File: src/rtl/count_sched_pkg.sv
// Shared types and defaults for the count_sched block.
// Holds the FSM state type and index-width helper.
package count_sched_pkg;

  localparam int NREQ_DEF = 4;
  localparam int CW_DEF   = 8;

  typedef enum logic [1:0] {
    S_IDLE,
    S_RUN,
    S_DONE
  } state_t;

  function automatic int idx_w(input int n);
    return (n > 1) ? $clog2(n) : 1;
  endfunction

endpackage

File: src/rtl/count_sched_rr_pick.sv
// Combinational round-robin picker.
// Scans upward from ptr, wrapping to 0.
module rr_pick
  import count_sched_pkg::*;
#(
  parameter int NREQ = NREQ_DEF,
  parameter int IW   = idx_w(NREQ_DEF)
) (
  input  logic [NREQ-1:0] req,
  input  logic [IW-1:0]   ptr,
  output logic            valid,
  output logic [NREQ-1:0] winner,
  output logic [IW-1:0]   idx
);

  // first requester at or after ptr wins
  always_comb begin
    int j;
    j      = 0;
    valid  = 1'b0;
    winner = '0;
    idx    = '0;
    for (int k = 0; k < NREQ; k++) begin
      j = int'(ptr) + k;
      if (j >= NREQ) j = j - NREQ;
      if (!valid && req[j]) begin
        valid     = 1'b1;
        winner[j] = 1'b1;
        idx       = j[IW-1:0];
      end
    end
  end

endmodule

File: src/rtl/count_sched.sv
// Shared run-length counter granted round-robin.
// Owner counts to its latched target, then releases.
module count_sched
  import count_sched_pkg::*;
#(
  parameter int NREQ = NREQ_DEF,
  parameter int CW   = CW_DEF
) (
  input  logic             clk,
  input  logic             reset,
  input  logic [NREQ-1:0]  req,
  input  logic [NREQ*CW-1:0] len,
  input  logic             hold,
  output logic [NREQ-1:0]  gnt,
  output logic             busy,
  output logic [CW-1:0]    count,
  output logic [NREQ-1:0]  done,
  output logic [NREQ-1:0]  abort
);

  localparam int IW = idx_w(NREQ);

  state_t          state;
  state_t          nstate;
  logic [IW-1:0]   ptr;
  logic [IW-1:0]   owner;
  logic [CW-1:0]   target;
  logic            aborted;

  logic            pick_valid;
  logic [NREQ-1:0] pick_oh;
  logic [IW-1:0]   pick_idx;
  logic [CW-1:0]   pick_len;

  logic            grab;
  logic            inc;
  logic            set_abort;
  logic            enter_done;
  logic [IW-1:0]   done_idx;
  logic [IW-1:0]   ptr_nxt;
  logic [CW-1:0]   count_inc;
  logic [NREQ-1:0] own_oh;

  rr_pick #(
    .NREQ (NREQ),
    .IW   (IW)
  ) u_pick (
    .req    (req),
    .ptr    (ptr),
    .valid  (pick_valid),
    .winner (pick_oh),
    .idx    (pick_idx)
  );

  // run length of the current winner
  always_comb begin
    pick_len = '0;
    for (int i = 0; i < NREQ; i++) begin
      if (pick_oh[i]) pick_len = pick_len | len[i*CW +: CW];
    end
  end

  assign count_inc = count + CW'(1);
  assign own_oh    = NREQ'(1) << owner;

  // pointer moves just past whoever is finishing
  always_comb begin
    done_idx = (state == S_IDLE) ? pick_idx : owner;
    if (int'(done_idx) == NREQ - 1) ptr_nxt = '0;
    else ptr_nxt = done_idx + IW'(1);
  end

  // next state; abort outranks hold and completion
  always_comb begin
    nstate     = state;
    grab       = 1'b0;
    inc        = 1'b0;
    set_abort  = 1'b0;
    enter_done = 1'b0;
    unique case (state)
      S_IDLE: begin
        if (pick_valid) begin
          grab = 1'b1;
          if (pick_len == '0) begin
            nstate     = S_DONE;
            enter_done = 1'b1;
          end else begin
            nstate = S_RUN;
          end
        end
      end
      S_RUN: begin
        if (!req[owner]) begin
          nstate     = S_DONE;
          set_abort  = 1'b1;
          enter_done = 1'b1;
        end else if (!hold) begin
          inc = 1'b1;
          if (count_inc == target) begin
            nstate     = S_DONE;
            enter_done = 1'b1;
          end
        end
      end
      S_DONE: nstate = S_IDLE;
      default: nstate = S_IDLE;
    endcase
  end

  // state, counter, target, owner and pointer registers
  always_ff @(posedge clk or posedge reset) begin
    if (reset) begin
      state   <= S_IDLE;
      ptr     <= '0;
      owner   <= '0;
      target  <= '0;
      count   <= '0;
      aborted <= 1'b0;
    end else begin
      state <= nstate;
      if (grab) begin
        owner   <= pick_idx;
        target  <= pick_len;
        count   <= '0;
        aborted <= 1'b0;
      end
      if (inc) count <= count_inc;
      if (set_abort) aborted <= 1'b1;
      if (enter_done) ptr <= ptr_nxt;
    end
  end

  assign gnt   = (state == S_RUN) ? own_oh : '0;
  assign busy  = (state == S_RUN) || (state == S_DONE);
  assign done  = (state == S_DONE && !aborted) ? own_oh : '0;
  assign abort = (state == S_DONE && aborted) ? own_oh : '0;

endmodule

File: config.mk
export PLATFORM = sky130hd
export DESIGN_NAME = count_sched
export DESIGN_NICKNAME = d
export VERILOG_FILES = /design/src/rtl/count_sched_pkg.sv /design/src/rtl/count_sched_rr_pick.sv /design/src/rtl/count_sched.sv
export SDC_FILE = /design/constraint.sdc
export NUM_CORES = 1
export LEC_CHECK = 0
export ABC_AREA = 1
export CAP_MARGIN = 20
export CORE_MARGIN = 2
export CORE_UTILIZATION = 43
export DETAILED_ROUTE_END_ITERATION = 16
export PLACE_DENSITY = 0.74
export SYNTH_ARGS = -nofsm -noshare
export SYNTH_HDL_FRONTEND = slang
export SYNTH_SLANG_ARGS = --single-unit
File: constraint.sdc
create_clock -name clk -period 2.2 [get_ports clk]
set_input_delay 0.66 -clock clk [delete_from_list [all_inputs] [get_ports clk]]
set_output_delay 0.66 -clock clk [all_outputs]
set_load 0.005 [all_outputs]
==> summary.md, run 1 <==
| Metric | Value |
|---|---|
| Status | finished with violations |
| Violated checks | negative setup slack |
| Avg Cell Area, Syn | 6.97 um2 |
| Largest net degree at the start of global routing | 24 |
| Die height | 72.8 um |
| Max transition margin | 71.7% |
| Synth-to-Final Area Change | 55.3% |
| Most common library cell in the layout ignoring fill and taps | nand2_1 |
| Vias/cell | 5.04 |
| TritonCTS clock tree | done |
| Num CTS Buffers | 3 |
| Lkg Pwr | 0.00155 uW |
| Worst EP arrival | 2.45 ns |
| Syn Inst Count | 292 |
| Slew @ Worst Pin | 0.421 ns |
| First-pass GRT wire length | 9210 um |
| Total Wirelength | 5860 um |
| H-tree depth | 1 |
| Final nets | 436 |
| RSZ-0062 raised after global routing | yes |
| Vias in the first global route | 2,121 |
| Hpwl dp | 4330 um |
| Clock tree root buffer cell | clkbuf_8 |
| Min cycle time layout | 2.24 ns |
| Clock slew at reported path FFs | 0.08 ns |
| Drc violations | 0 |
| Hold Vio Cnt, Final | 0 |
| CP max FO | 8 |
| Post-Syn Area | 0.00203 mm2 |
| FMAX | 447 MHz |
| Share of layout cells above drive strength 1 | 32.5% |
| Skew final | 0.000741 ns |
| Sequential area share after synthesis | 28.3% |
| Clk_lat worst skew | 0.27 ns |
| Most frequent cells in the layout | 87 x nand2_1, 42 x clkdlybuf4s50_1, 33 x buf_4 |
| Final Worst Setup Slack | -0.0370 ns |
| Warnings from Yosys | 0 |
| Routability cong. | 0.885 |
| Crit share post-route | 102% |
| Drt pass-1 iters | 4 |
| Crit Path Class | reg2reg |
| Tot Pwr | 4760 uW |
| VDD IR max | 1.01 mV |
| Finish-stage setup viols | 3 |
| Pwr Density | 1510 mW/mm2 |
| Seq cells post-synth | 23 |
| Final slew viol count | 0 |
| Total gr overflow | 0 |
| WL per Instance | 13.3 um |
| Worst hold slack | 0.518 ns |
| Initial DRC Count | 92 |
| CP endpoint kind | register |
| Core ar. | 0.00463 mm2 |
| Via Count | 2,228 |
| MaxCap Viol Count | 0 |
| Initial Utilization | 43.9% |
| IO Count | 60 |
| Die area | 0.00530 mm2 |
| Routed Antenna Nets | 0 |
| Critical Path RT | 2.41 ns |
| Worst Setup Start Kind | register |
| Yosys cell types | 31 |
| Placed Area | 0.00287 mm2 |
| Initial antenna violation count | 0 |
| PortBufs | 59 |
| Tot GR Track Use | 21.7% |
| Die Span X | 72.8 um |
| Cell Rows | 25 |
| Synthesized net count | 339 |
| Hold Path Class | reg2reg |
| Diode count | 0 |
| Final Instance Area | 0.00316 mm2 |
| Max clock buf depth | 2 |
| Num Clock Sinks | 23 |
-- worst paths after layout --
kind,from,to,slack (ns),depth (start not counted)
worst max-delay path,ptr[0],ptr[0],-0.04,17
worst min-delay path,target[4],target[4],0.52,2
worst max register to register,ptr[0],ptr[0],-0.04,17
worst min register to register,target[4],target[4],0.52,2
max in group asynchronous,reset,ptr[0],1.24,3
min in group asynchronous,reset,aborted,0.72,3
-- cell usage after synthesis, drive strengths merged --
| master | count | area share [%] |
|---|---|---|
| xnor2 | 5 | 2.2 |
| a21oi | 7 | 2.3 |
| o22ai | 8 | 2.5 |
| nand2 | 113 | 22 |
| xor2 | 4 | 1.7 |
| nand3 | 22 | 10 |
| o21bai | 1 | 0.37 |
| o211ai | 1 | 0.37 |
| ha | 8 | 4.9 |
| nand4 | 7 | 3.4 |
| o2bb2ai | 1 | 0.43 |
| a21boi | 4 | 1.7 |
| nor2 | 36 | 7.9 |
| o21a | 1 | 0.37 |
| nor3 | 3 | 0.74 |
| inv | 29 | 5.4 |
| o21ai | 17 | 4.2 |
| dfrtp | 23 | 28 |
| buf | 2 | 0.80 |
-- layout make-up --
type	instances	area, um2
multi-input combinational	238	1490
fill	382	1470
timing repair buffer	94	856
sequential	23	579
inverter	29	116
tap	54	67.6
clock buffer	3	41.3
clock inverter	1	5.00
-- registers in the layout (all words and copies together) (netlist names) --
signal	flops
aborted	1
owner	2
state	2
target	8
count	8
ptr	2
-- layer usage --
| metal | global-route usage, % | up-vias | wire length (um) |
|---|---|---|---|
| met5 | 0 | - | 0 |
| met4 | 6.38 | 0 | 61 |
| met3 | 1.80 | 5 | 172 |
| met2 | 38.9 | 50 | 3040 |
| met1 | 27.6 | 1036 | 2590 |
| li1 | - | 1137 | - |
-- stage by stage --
stage	TNS (ns)	utilization (%)	worst slack (ns)	instances
final	-0.0752	68.2	-0.0370	442
after CTS	-0.499	65.1	-0.112	435
after floorplan	0	-	0.0165	292
after global routing	-0.708	68.2	-0.164	442
after global placement	-9.13	62.1	-0.580	427
after detailed placement	-10.13	62.1	-0.630	427
-- critical path, stage by stage, from the launching register on --
cell	delay, ns
dfrtp_2	0.44
inv_4	0.08
ha_4	0.22
inv_4	0.06
nand3_2	0.07
nand2_2	0.10
nor2_4	0.07
a21boi_2	0.19
nand3_4	0.14
nand2_1	0.09
nand2_1	0.07
nor2_2	0.12
nand2_2	0.08
nor2_4	0.15
nand3_4	0.10
nand2_2	0.09
nand2_1	0.06
nand2_1	0.05
-- where the power goes --
group | internal [uW] | switching [uW]
clock network | 127 | 140
registers | 578 | 117
logic | 1620 | 2180
total | 2320 | 2430
-- what timing repair did --
item	CTS	global route
hold buffers	0	0
setup buffers	4	7
pin swaps	20	17
gates resized for setup	41	42
endpoints found under the setup margin	35	27
-- kinds of logic after synthesis --
group                    count (synthesis)  synth area share [%]
AO/OA/AOI/OAI                           40                  12.1
adder cells (fa/ha/maj)                  8                  4.92
flip-flops                              23                  28.3
buffers and inverters                   31                  6.15
AND/OR/NAND/NOR                        181                  44.6
XOR/XNOR                                 9                  3.87
(Power assumes the default switching activity.)
==> run 2: changes to the inputs <==
CORE_UTILIZATION = 50   (was 43)
GPL_TIMING_DRIVEN = 0   (was unset)
PLACE_DENSITY = 0.81   (was 0.74)
clock period = 2.7 ns   (was 2.2 ns; I/O delays follow)
==> summary.md, run 2 (synthesis results as in run 1) <==
| Metric | Value |
|---|---|
| Hpwl dp | 3930 um |
| H-tree depth | 1 |
| Most frequent cells in the layout | 99 x nand2_1, 55 x clkdlybuf4s50_1, 22 x inv_1, 22 x nor2_1, 21 x dfrtp_1 |
| Hold path cells | 2 |
| Total Wirelength | 5340 um |
| TritonCTS clock tree | done |
| Final slew viol count | 0 |
| Initial DRC Count | 100 |
| Worst Hold End | target[3] |
| Hold Vio Cnt, Final | 0 |
| Worst EP arrival | 1.74 ns |
| Largest net degree at the start of global routing | 24 |
| IO Count | 60 |
| VDD IR max | 0.870 mV |
| Clock slew at reported path FFs | 0.08 ns |
| Max clock buf depth | 2 |
| Max transition margin | 42.6% |
| Clock tree root buffer cell | clkbuf_8 |
| Fillers | 327 |
| Lkg Pwr | 0.00135 uW |
| Critical path's largest stage delay | 0.52 ns |
| Die height | 67.8 um |
| CP max FO | 7 |
| Hold buffer count at CTS | 0 |
| Synth-to-Final Area Change | 43.6% |
| MaxCap Viol Count | 0 |
| Initial antenna violation count | 0 |
| Reg area | 578 um2 |
| Critical-path top delay cell | clkdlybuf4s50_1 |
| PortBufs | 59 |
| Clk_lat worst skew | 0.27 ns |
| Die area | 0.00459 mm2 |
| Most common library cell in the layout ignoring fill and taps | nand2_1 |
| Skew final | 0.00342 ns |
| Reg-to-reg startpoint | ptr[1] |
| Routability cong. | 0.835 |
| Cell Rows | 23 |
| Drc violations | 0 |
| Largest registers | count x8, target x8 |
| Vias in the first global route | 1,913 |
| Slew @ Worst Pin | 0.861 ns |
| Worst R2R Path Depth | 17 |
| Num CTS Buffers | 3 |
| Critical path cell sequence | inv_1 > ha_1 > inv_1 > nor2_1 > clkdlybuf4s50_1 |
| Final Instance Area | 0.00292 mm2 |
| Setup TNS | 0 ns |
| Hold Path Class | reg2reg |
| Final nets | 417 |
| Placed Area | 0.00269 mm2 |
| Share of layout cells above drive strength 1 | 20.6% |
| CP endpoint kind | output port |
| Tot GR Track Use | 23.3% |
| Min-delay src | target[3] |
| First-pass GRT wire length | 8410 um |
| Initial Utilization | 51.2% |
| Crit Path Class | reg2out |
| Total gr overflow | 0 |
| Num Clock Sinks | 23 |
| Via Count | 2,148 |
| Pwr Density | 1210 mW/mm2 |
| Top cell by count, worst path | inv_1 |
| Area of the multi-input gates | 0.00141 mm2 |
| FF-to-FF End | ptr[1] |
| Vias/cell | 5.13 |
| WL per Instance | 12.7 um |
| Die Span X | 67.8 um |
| Drt pass-1 iters | 4 |
| FMAX | 392 MHz |
| Critical Path RT | 1.89 ns |
| Status | complete, no violations |
| Worst Setup Start Kind | register |
| R2R Setup Slk | 0.18 ns |
| Crit share post-route | 94.4% |
| Diode count | 0 |
| Min cycle time layout | 2.55 ns |
| Finish-stage setup viols | 0 |
| Routed Antenna Nets | 0 |
| Core ar. | 0.00397 mm2 |
run 2: cell types whose count changed in the layout (fill, tap and decap cells not counted), sizes merged:
cell           before  now
buf                35   16
clkbuf              7    4
clkdlybuf4s50      42   55
clkinv              1    0
dlygate4sd2         8    2
dlymetal6s2s        5    2
run 2: metal layers:
metal	wire length (um)	part of all wire [%]	global-route usage, %
met1	2380	44	30.7
met4	91	1.7	5.75
met3	151	2.8	1.50
met5	0	0	0
met2	2720	51	41.3
run 2: through the flow:
step | worst slack [ns] | power [uW] | util [%] | hold WS [ns] | instances
finish | 0.150 | 3520 | 73.6 | 0.514 | 419
global route | -0.0197 | 3840 | 73.6 | 0.525 | 419
CTS | 0.000200 | 3250 | 70.8 | 0.517 | 409
detailed placement | -0.427 | 2810 | 67.7 | 0.496 | 401
global placement | -0.337 | 2760 | 67.7 | 0.488 | 401
floorplan | 0.426 | 2270 | - | 0.469 | 292
run 2: worst max-delay path: cells and delay by family (launching register included):
family	cells	cell delay, ns
buffers and inverters	3	0.75
and+or+nand+nor	1	0.12
adders and majority gates	1	0.20
DFF	1	0.41
run 2: final cells by class:
cell class	count	share of cell area, %
inverters	29	3.81
clock buffers	4	1.54
plain buffers	2	0.557
well taps	50	2.14
multi-input cells	238	48.3
repair buffers	73	23.9
flip-flops and latches	23	19.8
run 2: report_power, final:
part | leakage (uW) | switching [uW] | internal [uW]
Combinational | 0.00103 | 1650 | 1080
Sequential | 0.000297 | 110 | 470
Clock | 0.0000228 | 110 | 105
Total | 0.00135 | 1870 | 1650
run 2: worst max-delay path by stage:
stage	from	slack (ns)	to
after CTS	req[0]	0.0002	ptr[1]
after floorplan	req[3]	0.43	ptr[1]
final	state[1]	0.15	gnt[3]
after global routing	ptr[0]	-0.02	ptr[0]
after detailed placement	req[3]	-0.43	ptr[1]
after global placement	req[3]	-0.34	ptr[0]
run 2: repair_timing:
action | 4_1_cts | 5_1_grt
buffers inserted | 4 | 10
resized for setup | 18 | 11
pin swaps | 13 | 8
endpoints found under the setup margin | 4 | 19
==> run 3: changes to the inputs <==
ABC_AREA = unset   (was 1)
CTS_CLUSTER_DIAMETER = 30   (was unset)
MAX_ROUTING_LAYER = met4   (was unset)
PLACE_DENSITY = 0.77   (was 0.81)
==> summary.md, run 3 <==
| Metric | Value |
|---|---|
| Status | finished with violations |
| Violated checks | negative setup slack |
| Routed Antenna Nets | 0 |
| Final Instance Area | 0.00345 mm2 |
| Hold Vio Cnt, Final | 0 |
| Core ar. | 0.00482 mm2 |
| Sequential area share after synthesis | 22.6% |
| Pwr Density | 1150 mW/mm2 |
| Xor/xnor cell area share of the yosys netlist | 5.15% |
| Logic pwr share | 80.2% |
| Synth-to-Final Area Change | 35.1% |
| Vias in the first global route | 2,411 |
| Post-Place Worst Slack | -0.949 ns |
| Crit Path Class | reg2reg |
| Most frequent cells in the layout | 55 x clkdlybuf4s50_1, 33 x nand2_1, 23 x dfrtp_1 |
| Multiplexer area fraction after synthesis | 7.36% |
| Total gr overflow | 0 |
| CP max FO | 8 |
| Avg Cell Area, Syn | 8.65 um2 |
| Vias/cell | 6.23 |
| Diode count | 0 |
| MaxCap Viol Count | 0 |
| Via Count | 2,712 |
| Simple-gate share of the synthesized area | 23.1% |
| Yosys cell types | 51 |
| H-tree depth | 1 |
| Routability cong. | 0.931 |
| Seq cells post-synth | 23 |
| VDD IR max | 1.10 mV |
| Final slew viol count | 0 |
| Tot GR Track Use | 25.7% |
| Final nets | 416 |
| FMAX | 326 MHz |
| Clock slew at reported path FFs | 0.08 ns |
| Top-area cell type share of the netlist area | 22.6% |
| Num CTS Buffers | 3 |
| WL per Instance | 16.1 um |
| Top post-synthesis cells by area | dfrtp_1 23%, a221oi_1 5.5%, a22o_1 5.5%, nand2_1 4.9%, ha_1 3.9% |
| Sequential share of power | 14.5% |
| Finish-stage setup viols | 12 |
| Largest registers | count x8, target x8 |
| Synth Flop Type | dfrtp_1 |
| Max clock buf depth | 2 |
| Synthesized-area fraction occupied by adder cells | 3.92% |
| Cell Rows | 25 |
| Max transition margin | 43.8% |
| Initial Utilization | 53.0% |
| Total Wirelength | 7020 um |
| Worst Setup Start Kind | register |
| Drc violations | 0 |
| Min cycle time layout | 3.07 ns |
| Clock tree root buffer cell | clkbuf_8 |
| First-pass GRT wire length | 11,300 um |
| Net Switching | 1870 uW |
| PortBufs | 57 |
| Critical Path RT | 2.87 ns |
| Final Worst Setup Slack | -0.368 ns |
| Yosys top cell by area | dfrtp_1 |
| Leading cell type by number of instances after synthesis | nand2_1 |
| Lkg Pwr | 0.00131 uW |
| CP endpoint kind | register |
| Die height | 75.4 um |
| Largest net degree at the start of global routing | 24 |
| Syn Inst Count | 295 |
| Die Span X | 75.4 um |
| Warnings from Yosys | 0 |
| RSZ-0062 raised after global routing | yes |
| EDFF count, synth | 0 |
| Slew @ Worst Pin | 0.841 ns |
| Initial DRC Count | 216 |
| Sw Ratio | 47.1% |
| Hpwl dp | 5020 um |
| IO Count | 60 |
| Crit share post-route | 114% |
| Asr flop ratio synth | 100% |
| TritonCTS clock tree | done |
| Num Clock Sinks | 23 |
| Drt pass-1 iters | 6 |
| Hold Path Class | reg2reg |
| Clk_lat worst skew | 0.26 ns |
| Most common library cell in the layout ignoring fill and taps | clkdlybuf4s50_1 |
| Clock Power Share | 5.3% |
| Synthesized net count | 342 |
| Skew final | 0.00102 ns |
| Placed Area | 0.00326 mm2 |
| Post-Syn Area | 0.00255 mm2 |
| Largest family of logic cells by synthesized area | compound AO/OA/AOI/OAI gates |
| Post-synthesis compound-gate area fraction | 31.7% |
| Cell Int Power | 2110 uW |
| Initial antenna violation count | 0 |
| Post-synth top cells | 33 x nand2_1, 23 x dfrtp_1, 17 x o21ai_0 |
| Worst EP arrival | 3.24 ns |
| Share of layout cells above drive strength 1 | 18.2% |
| Die area | 0.00569 mm2 |
[run 3: cell count changes in the layout (fill, tap and decap cells not counted), moves of 9 or more]
cell / delta
nor2_1: -9
nand2_2: -10
nand2_1: -66
a22o_1: +16
nor2_2: -9
a221oi_1: +16
inv_1: -12
[run 3: cell type report]
class,count,area [um2]
well taps,67,83.8
repair buffers,71,673
flip-flops and latches,23,576
inverters,12,47.5
multi-input cells,237,1890
fillers,414,1370
clock buffers,4,45.0
plain buffers,21,130
[run 3: what timing repair did]
item | CTS | global route
hold buffers | 0 | 0
pin swaps | 11 | 7
setup buffers | 12 | 3
setup endpoints to repair | 19 | 14
cloned | 0 | 0
resized for setup | 14 | 7
[run 3: worst paths after layout]
check	start	end	slack, ns	cells after the start
worst max-delay path	ptr[0]	state[0]	-0.37	13
worst min-delay path	target[1]	target[1]	0.51	2
worst max register to register	ptr[0]	state[0]	-0.37	13
worst min register to register	target[1]	target[1]	0.51	2
max in group asynchronous	reset	target[5]	1.16	2
min in group asynchronous	reset	count[4]	1.02	2
[run 3: routing by layer]
layer  GRT usage (%)  vias up  wire length (um)
li1                -     1280                 -
met1            34.2     1295              3110
met2            42.4      133              3390
met3            2.65        4               489
met4            5.85        0                34
met5               -        -                 0
[run 3: cell families after synthesis]
family	Yosys count
XOR/XNOR	15
AND/OR/NAND/NOR	106
AO/OA/AOI/OAI	95
multiplexers	13
flip-flops	23
adder cells (fa/ha/maj)	8
buffers and inverters	35
[run 3: stage by stage]
| step | utilization [%] | cells | total power (uW) | hold WS [ns] | setup TNS [ns] |
|---|---|---|---|---|---|
| 4_1_cts | 70.8 | 433 | 3860 | 0.516 | -1.24 |
| 5_1_grt | 71.6 | 435 | 4260 | 0.534 | -3.17 |
| 3_5_place_dp | 67.6 | 419 | 3470 | 0.501 | -11.36 |
| 3_3_place_gp | 67.6 | 419 | 3420 | 0.490 | -11.12 |
| 2_1_floorplan | - | 295 | 2840 | 0.475 | -0.737 |
| 6_report | 71.6 | 435 | 3980 | 0.513 | -1.90 |
[run 3: power groups by stage]
stage,Clock [uW],Combinational (uW),Sequential [uW]
finish,210,3190,575
global route,235,3440,592
CTS,217,3070,575
detailed placement,0,2880,591
global placement,0,2830,588
floorplan,0,2270,560
[run 3: worst max-delay path, cell delays in order (launching register included)]
cell       delay (ns)
dfrtp_1          0.40
buf_6            0.13
inv_4            0.05
buf_8            0.10
ha_4             0.22
mux2i_4          0.20
mux2_4           0.31
buf_4            0.16
a2111oi_4        0.58
a222oi_1         0.18
and3_4           0.25
nand4_4          0.12
nor2_2           0.06
o311ai_2         0.20
